`config.mk`:
```
export PLATFORM = sky130hd
export DESIGN_NAME = pb_ddr_mailbox
export DESIGN_NICKNAME = d
export VERILOG_FILES = /design/src/rtl/pb_ddr_mailbox.sv
export SDC_FILE = /design/constraint.sdc
export NUM_CORES = 1
export LEC_CHECK = 0
export CAP_MARGIN = 20
export CORE_UTILIZATION = 25
export DETAILED_ROUTE_END_ITERATION = 16
export GPL_TIMING_DRIVEN = 0
export MAX_ROUTING_LAYER = met4
export PLACE_DENSITY_LB_ADDON = 0.05
export SETUP_SLACK_MARGIN = 0.3
export SLEW_MARGIN = 20
export SYNTH_ARGS = -nofsm -noshare
export SYNTH_HDL_FRONTEND = slang
export SYNTH_SLANG_ARGS = --single-unit
```
`constraint.sdc`:
```
create_clock -name clk -period 8 [get_ports clk]
set_input_delay 2 -clock clk [delete_from_list [all_inputs] [get_ports clk]]
set_output_delay 2 -clock clk [all_outputs]
set_load 0.03 [all_outputs]
```
`src/rtl/pb_ddr_mailbox.sv`:
```
// KCPSM3 port-mapped mailbox in front of the DDR manager: register file,
// single-beat command issue, a small read-data FIFO and a level interrupt.
module pb_ddr_mailbox #(
  parameter logic [7:0] BASE_ADDR   = 8'h00,
  parameter int         RFIFO_DEPTH = 4
) (
  input  logic        clk,
  input  logic        reset,
  input  logic [7:0]  port_id,
  input  logic        write_strobe,
  input  logic        read_strobe,
  input  logic [7:0]  out_port,
  output logic [7:0]  in_port,
  output logic        interrupt,
  input  logic        interrupt_ack,
  output logic        cmd_valid,
  input  logic        cmd_ready,
  output logic        cmd_we,
  output logic [23:0] cmd_addr,
  output logic [15:0] cmd_wdata,
  input  logic        rd_valid,
  input  logic [15:0] rd_data
);

  localparam int PTR_W = (RFIFO_DEPTH > 1) ? $clog2(RFIFO_DEPTH) : 1;
  localparam int CNT_W = PTR_W + 1;
  localparam logic [CNT_W-1:0] FULL_CNT = CNT_W'(RFIFO_DEPTH);

  localparam logic [7:0] OFS_ADDR0   = 8'd0;
  localparam logic [7:0] OFS_ADDR1   = 8'd1;
  localparam logic [7:0] OFS_ADDR2   = 8'd2;
  localparam logic [7:0] OFS_WDATA_L = 8'd3;
  localparam logic [7:0] OFS_WDATA_H = 8'd4;
  localparam logic [7:0] OFS_CMD     = 8'd5;
  localparam logic [7:0] OFS_RDATA_L = 8'd6;
  localparam logic [7:0] OFS_RDATA_H = 8'd7;
  localparam logic [7:0] OFS_IRQ     = 8'd8;

  typedef enum logic [1:0] {
    ST_IDLE,
    ST_ISSUE,
    ST_WAIT_RD
  } state_t;

  state_t state_reg, state_next;

  logic [7:0]  addr0_reg, addr1_reg, addr2_reg;
  logic [7:0]  wdata_l_reg, wdata_h_reg;
  logic        cmd_we_reg;
  logic [23:0] cmd_addr_reg;
  logic [15:0] cmd_wdata_reg;
  logic        err_reg, ovf_reg, irq_en_reg, irq_pend_reg;
  logic [7:0]  in_port_reg, in_port_next;

  logic [15:0]      fifo_mem [RFIFO_DEPTH];
  logic [PTR_W-1:0] wr_ptr_reg, rd_ptr_reg;
  logic [CNT_W-1:0] count_reg;

  logic [7:0]  offset;
  logic        mapped, wr_en, cmd_wr, busy;
  logic        launch, handshake;
  logic        empty, full, pop, push, drop;
  logic        irq_set, irq_clr;
  logic [15:0] head;

  // Offset arithmetic wraps in 8 bits, so one compare decodes the window.
  assign offset  = port_id - BASE_ADDR;
  assign mapped  = (offset <= OFS_IRQ);
  assign wr_en   = write_strobe && mapped;
  assign cmd_wr  = wr_en && (offset == OFS_CMD);
  assign busy    = (state_reg != ST_IDLE);
  assign irq_clr = wr_en && (offset == OFS_IRQ) && out_port[1];

  assign empty = (count_reg == '0);
  assign full  = (count_reg == FULL_CNT);
  assign pop   = read_strobe && mapped && (offset == OFS_RDATA_H) && !empty;
  assign push  = rd_valid && (!full || pop);
  assign drop  = rd_valid && full && !pop;
  assign head  = empty ? 16'h0000 : fifo_mem[rd_ptr_reg];

  assign irq_set = irq_en_reg && ((handshake && cmd_we_reg) || rd_valid);

  always_comb begin
    state_next = state_reg;
    launch     = 1'b0;
    handshake  = 1'b0;
    case (state_reg)
      ST_IDLE: begin
        if (cmd_wr) begin
          launch     = 1'b1;
          state_next = ST_ISSUE;
        end
      end
      ST_ISSUE: begin
        if (cmd_ready) begin
          handshake  = 1'b1;
          state_next = cmd_we_reg ? ST_IDLE : ST_WAIT_RD;
        end
      end
      ST_WAIT_RD: begin
        if (rd_valid) state_next = ST_IDLE;
      end
      default: state_next = ST_IDLE;
    endcase
  end

  always_comb begin
    in_port_next = 8'h00;
    if (mapped) begin
      case (offset)
        OFS_ADDR0:   in_port_next = addr0_reg;
        OFS_ADDR1:   in_port_next = addr1_reg;
        OFS_ADDR2:   in_port_next = addr2_reg;
        OFS_WDATA_L: in_port_next = wdata_l_reg;
        OFS_WDATA_H: in_port_next = wdata_h_reg;
        OFS_CMD:     in_port_next = {3'b000, irq_pend_reg, err_reg, ovf_reg, full, busy};
        OFS_RDATA_L: in_port_next = head[7:0];
        OFS_RDATA_H: in_port_next = head[15:8];
        OFS_IRQ:     in_port_next = {6'b000000, empty, irq_en_reg};
        default:     in_port_next = 8'h00;
      endcase
    end
  end

  // Storage is left unreset; the pointers and count define what is valid.
  always_ff @(posedge clk) begin
    if (push) fifo_mem[wr_ptr_reg] <= rd_data;
  end

  always_ff @(posedge clk) begin
    if (!reset) begin
      state_reg     <= ST_IDLE;
      addr0_reg     <= 8'h00;
      addr1_reg     <= 8'h00;
      addr2_reg     <= 8'h00;
      wdata_l_reg   <= 8'h00;
      wdata_h_reg   <= 8'h00;
      cmd_we_reg    <= 1'b0;
      cmd_addr_reg  <= 24'h000000;
      cmd_wdata_reg <= 16'h0000;
      err_reg       <= 1'b0;
      ovf_reg       <= 1'b0;
      irq_en_reg    <= 1'b0;
      irq_pend_reg  <= 1'b0;
      wr_ptr_reg    <= '0;
      rd_ptr_reg    <= '0;
      count_reg     <= '0;
      in_port_reg   <= 8'h00;
    end else begin
      state_reg   <= state_next;
      in_port_reg <= in_port_next;

      if (wr_en) begin
        case (offset)
          OFS_ADDR0:   addr0_reg   <= out_port;
          OFS_ADDR1:   addr1_reg   <= out_port;
          OFS_ADDR2:   addr2_reg   <= out_port;
          OFS_WDATA_L: wdata_l_reg <= out_port;
          OFS_WDATA_H: wdata_h_reg <= out_port;
          OFS_IRQ:     irq_en_reg  <= out_port[0];
          default:     ;
        endcase
      end

      // Launch-time copies keep the command stable while firmware preloads the next one.
      if (launch) begin
        cmd_we_reg    <= out_port[0];
        cmd_addr_reg  <= {addr2_reg, addr1_reg, addr0_reg};
        cmd_wdata_reg <= {wdata_h_reg, wdata_l_reg};
      end

      if (cmd_wr && busy) err_reg <= 1'b1;
      else if (irq_clr)   err_reg <= 1'b0;

      if (drop)         ovf_reg <= 1'b1;
      else if (irq_clr) ovf_reg <= 1'b0;

      if (irq_set)            irq_pend_reg <= 1'b1;
      else if (interrupt_ack) irq_pend_reg <= 1'b0;

      if (push) wr_ptr_reg <= wr_ptr_reg + PTR_W'(1);
      if (pop)  rd_ptr_reg <= rd_ptr_reg + PTR_W'(1);
      if (push && !pop)      count_reg <= count_reg + CNT_W'(1);
      else if (pop && !push) count_reg <= count_reg - CNT_W'(1);
    end
  end

  assign in_port   = in_port_reg;
  assign interrupt = irq_pend_reg;
  assign cmd_valid = (state_reg == ST_ISSUE);
  assign cmd_we    = cmd_we_reg;
  assign cmd_addr  = cmd_addr_reg;
  assign cmd_wdata = cmd_wdata_reg;

endmodule
```
### Word-level counts from Yosys, hierarchy flattened

Memories as Yosys holds them, arrays and structs flattened. A register that Yosys moved wholly into a read port is not among the register bits.
Index checks and enable logic that the tools add are counted.

| storage, ports and cells | value |
|---|---|
| input port bits | 39 |
| memories kept | 1 |
| bits in writable memories | 64 |
| register bits | 102 |
| output and inout port bits | 51 |

Memories:

| name | words | width | read ports | clocked after Yosys merged registers in | wr ports | RTL line | source |
|---|---|---|---|---|---|---|---|
| fifo_mem | 4 | 16 | 1 | 1 | 1 | 55 | `logic [15:0] fifo_mem [RFIFO_DEPTH];` |

| operators by class | value |
|---|---|
| reduce and logical (&&, ||, !) cells | 37 |
| equal/unequal tests | 14 |
| $add $sub $neg | 4 |
| mux-type cells | 22 |
| $lt $le $gt $ge | 1 |

Operator list:

| kind | count |
|---|---|
| 8-bit case mux with 9 select lines | 1 |
| 8-bit by 3-bit equality test with 1-bit output, second input constant | 4 |
| 8-bit by 2-bit equality test with 1-bit output, second input constant | 2 |
| 16-bit two-way mux | 1 |
| 1-bit logical AND | 15 |
| 2-bit AND reduction | 7 |
| 2-bit two-way mux | 6 |
| 1-bit two-way mux | 11 |
| 2-bit nonzero test | 5 |
| 8-bit by 1-bit equality test with 1-bit output, second input constant | 1 |
| 8-bit by 4-bit equality test with 1-bit output, second input constant | 1 |
| 8-bit by 4-bit <= comparator with 1-bit output, second input constant | 1 |
| 8-bit zero test | 1 |
| 3-bit two-way mux | 2 |
| 2-bit case mux with 3 select lines | 1 |
| 2-bit by 1-bit adder with 2-bit output, second input constant | 2 |
| 1-bit zero test | 4 |
| 2-bit != test, second input constant | 2 |
| 3-bit by 1-bit adder with 3-bit output, second input constant | 1 |
| 3-bit equality test, second input constant | 1 |
| 3-bit zero test | 1 |
| 3-bit AND reduction | 1 |
| 3-bit by 1-bit subtractor with 3-bit output, second input constant | 1 |
| 2-bit by 1-bit equality test with 1-bit output, second input constant | 1 |
| other kinds (4) | 5 |

### Logic depth before layout (Yosys ltp)

| depth | value |
|---|---|
| depth after elaboration | 10 |
| mapped depth | 10 |
| gate-level depth less buffers | 9 |

### Worst setup path after synthesis

Ideal clock, no wire load.

| path | value |
|---|---|
| path type | input-to-reg |
| start point | input port port_id[5] |
| end point | register count_reg[2] |
| path slack | 3.459 ns |
| data required time | 7.924 ns |
| path buffers | 1 |
| arrival | 4.465 ns |
| cell stages on the path | 10 |
| cell sequence | or4_4 -> buf_6 -> o311ai_2 -> and2_1 -> ha_1 -> inv_1 -> fa_1 -> xor2_1 -> or3_1 -> a21boi_0 |

| between the ends | value |
|---|---|
| word-level cells in the longest chain between the ends | 9 |
| elaborated cells on any way between the ends | 13 |
| classes of those cells | 1 x order compare; 1 x eq/ne; 1 x mux; 10 x reduce/logical |

Ends and longest elaborated chain:

| element | RTL line | source |
|---|---|---|
| start, declared | 9 | `input logic [7:0] port_id,` |
| 8-bit by 4-bit <= comparator with 1-bit output | 68 | `assign mapped = (offset <= OFS_IRQ);` |
| 1-bit logical AND | 76 | `assign pop = read_strobe && mapped && (offset == OFS_RDATA_H) && !empty;` |
| 1-bit logical AND (*) (2 in a row) | 76 |  |
| 1-bit logical OR (*) | 77 | `assign push = rd_valid && (!full \|\| pop);` |
| 1-bit logical AND (*) | 77 |  |
| via push | 62 | `logic empty, full, pop, push, drop;` |
| 1-bit zero test | 184 | `else if (pop && !push) count_reg <= count_reg - CNT_W'(1);` |
| 1-bit logical AND | 184 |  |
| 2-bit nonzero test (no source line) | n/a |  |
| end signal, assigned | 183 | `if (push && !pop) count_reg <= count_reg + CNT_W'(1);` |
| end signal, assigned | 184 |  |
| end, declared | 57 | `logic [CNT_W-1:0] count_reg;` |

Mark *: on every way through the listed nets, which the timed path passes. The rest lies on a longest branch.
A chain may end at the register's enable or synchronous reset.

### Final worst setup path

| path | value |
|---|---|
| start point | input port port_id[1] |
| end point | register count_reg[2] |

The elaborated chain is that of the path after synthesis.

==> flow_metrics.env <==
export IMPL_postCtsResizedCells=0
export IMPL_groute_usage_overall_pct=15.42
export IMPL_irDropWorstVdd_mv=0.1311
export IMPL_cts_root_buffer="clkbuf_16"
export IMPL_hold_violations=0
export IMPL_place_ws_ns=2.626
export IMPL_die_x_um=168.9
export IMPL_rsz0062_at_grt="false"
export IMPL_postSynthCellCount=572
export IMPL_dp_hpwl_um=14760
export IMPL_min_path_cells=2
export IMPL_leakagePower_nw=2.856
export IMPL_postCtsHoldBufs=0
export IMPL_async_reset_ff_share_pct=0
export IMPL_start_util_pct=25.69
export IMPL_gp_congestion=0.7750
export IMPL_clkSinkCount=168
export IMPL_yosys_top_cells_count="104 x dfxtp_1, 89 x nand2_1, 64 x edfxtp_1, 55 x mux2i_1, 50 x nor2b_1"
export IMPL_synthesis_area_um2=6963
export IMPL_grt_antenna_before_repair=0
export IMPL_first_iter_violations=212
export IMPL_fmax_mhz=203.5
export IMPL_yosysTopAreaCell="dfxtp_1"
export IMPL_grt_pass1_wl_um=30660
export IMPL_crit_path_start_kind="input port"
export IMPL_critPathArrivalTime_ns=5.27
export IMPL_clk_pin_slew_worst_paths_ns=0.07
export IMPL_tns_ns=0
export IMPL_p_switching_uw=488.5
export IMPL_finalWorstSetupSlack_ns=3.087
export IMPL_tightest_slew_ns=1.014
export IMPL_wl_um=20530
export IMPL_finalCritPeriodShare_pct=61.41
export IMPL_io_buffer_count=86
export IMPL_drt_pass1_iter_count=4
export IMPL_ys_seq_area_share_pct=57.50
export IMPL_hold_class="register to register"
export IMPL_grt_pass1_vias=4878
export IMPL_wl_per_cell_um=19.33
export IMPL_h_tree_depth=4
export IMPL_yosysWarnings=0
export IMPL_setup_viol=0
export IMPL_critPathMaxFanout=10
export IMPL_synth_nets=617
export IMPL_cts_buffers=17
export IMPL_path_cells="clkdlybuf4s50_1 -> clkbuf_1 -> nand3_1 -> o311ai_2 -> and2_1 -> ha_1 -> inv_1 -> fa_1 -> xor2_1 -> or3_1 -> a21boi_0"
export IMPL_comb_power_share_pct=6.9
export IMPL_fin_nets=722
export IMPL_path_class="input port to register"
export IMPL_drive_gt1_share_pct=10.29
export IMPL_netlist_top_cells_area="dfxtp_1 30%, edfxtp_1 28%, mux2i_1 7.9%"
export IMPL_p_sw_share_pct=25.52
export IMPL_cp_end_kind="register"
export IMPL_finClkSkew_ns=0.01001
export IMPL_cts_buffer_depth=2
export IMPL_diodes=0
export IMPL_die_area_um2=28520
export IMPL_vias=4733
export IMPL_post_drt_via_cell_ratio=4.457
export IMPL_die_h_um=168.9
export IMPL_syn_mean_instance_area_um2=12.17
export IMPL_power_share_clock_pct=44.4
export IMPL_ff_latch_area_um2=4004
export IMPL_synth_seq_cells=168
export IMPL_coreArea_um2=27100
export IMPL_synth_edff_count=64
export IMPL_synth_main_ff_cell="dfxtp_1"
export IMPL_grt_ovfl_total=0
export IMPL_cts_tree="yes"
export IMPL_slowest_stage="clkdlybuf4s50_1"
export IMPL_reg2reg_depth=9
export IMPL_drtAntennaViolNets=0
export IMPL_yosysTopAreaCellShare_pct=29.90
export IMPL_clock_latency_ns=0.43
export IMPL_power_mw=1.914
export IMPL_slew_headroom_pct=32.40
export IMPL_grt_max_degree=19
export IMPL_cap_violations=0
export IMPL_crit_required_ns=8.36
export IMPL_status="completed"
export IMPL_seqPwrFrac_pct=48.6
export IMPL_internal_power_mw=1.426
export IMPL_area_growth_pct=27.65
export IMPL_fp_row_count=60
export IMPL_power_density_nw_per_um2=215.4
export IMPL_multi_input_area_um2=2783
export IMPL_layout_cells_non_filler=1062
export IMPL_fillers=2762
export IMPL_ys_types=50
export IMPL_critical_path_max_stage_delay_ns=0.57
export IMPL_timing_final_crit_period_ns=4.913
export IMPL_slew_viol_final=0
export IMPL_drc_errors=0
export IMPL_postCtsSetupBuffers=0
export IMPL_ios=90
export IMPL_largest_reg_flops=64
export IMPL_synth_most_common_cell="dfxtp_1"
export IMPL_dp_cells=1030
[logic make-up (layout without fill, tap and decap cells)]
| group | after synthesis | count (layout) | synth area share (%) |
|---|---|---|---|
| simple gates | 194 | 194 | 15.15 |
| fa+ha+maj | 6 | 6 | 1.186 |
| compound gates | 80 | 80 | 8.554 |
| mux | 78 | 78 | 14.70 |
| xor+xnor | 3 | 3 | 0.3774 |
| flops | 168 | 168 | 57.50 |
| buf+inv | 43 | 161 | 2.534 |
[per-layer routing]
layer | track usage (%) | wire length [um]
met1 | 18.91 | 9301
met3 | 3.040 | 753
met4 | 5.692 | 439
met2 | 25.10 | 10040
met5 | - | 0
[power groups by stage]
stage,combinational [mW],clock (mW),sequential [mW]
after floorplan,0.0771,0,0.947
after global routing,0.147,0.907,0.935
final,0.133,0.850,0.931
after CTS,0.138,0.875,0.932
after global placement,0.134,0,0.950
after detailed placement,0.137,0,0.952
[stage by stage]
stage	area (um2)	utilization, %	hold WS [ns]
global placement	8289	30.59	0.4494
finish	8889	32.80	0.4593
CTS	8889	32.80	0.4668
detailed placement	8289	30.59	0.4583
global route	8889	32.80	0.4820
floorplan	6963	-	0.4524
[cells in the final DEF, fill, tap and decap left out, types with 2 or more instances in the layout]
cell	netlist	final
o21a_1	2	2
o21ai_0	6	6
nor2_1	8	8
nand3_1	4	4
clkdlybuf4s50_1	0	86
nor4b_1	2	2
clkbuf_16	0	17
dfxtp_1	104	104
edfxtp_1	64	64
nor4_4	4	4
inv_1	8	8
nand2_1	89	89
o22a_1	2	2
buf_1	4	4
clkbuf_1	24	24
mux4_2	19	19
mux2i_1	55	55
nor3_1	3	3
inv_8	0	8
xor2_1	2	2
nand2b_1	5	5
nor4_2	2	2
nand4_1	5	5
ha_1	5	5
a21boi_0	44	44
buf_2	6	6
a22oi_1	9	9
o22ai_1	7	7
mux2_2	4	4
nor2b_1	50	50
inv_6	0	2
nand3b_1	4	4
or3_1	2	2
and2_1	4	4
and3_1	6	6
[worst max-delay path, delay by kind of cell]
family,cells,cell delay (ns)
simple gates,3,0.81
buf+inv,3,1.06
compound gates,2,0.67
fa+ha+maj,2,0.58
xor+xnor,1,0.15
[final timing paths]
check	endpoint	startpoint	slack [ns]
min reg2reg	cmd_addr[7]	cmd_addr[7]	0.46
max	count_reg[2]	port_id[1]	3.09
min	cmd_addr[7]	cmd_addr[7]	0.46
max reg2reg	count_reg[2]	count_reg[0]	5.68
[area by class of cell]
cell class | count | share of cell area [%]
plain buffers | 35 | 1.647
clock buffers | 17 | 4.786
flip-flops and latches | 168 | 45.05
multi-input cells | 361 | 31.31
repair buffers | 86 | 9.685
well taps | 372 | 5.236
inverters | 8 | 0.3378
clock inverters | 15 | 1.957
No activity file was read; power rests on OpenSTA's default activity.
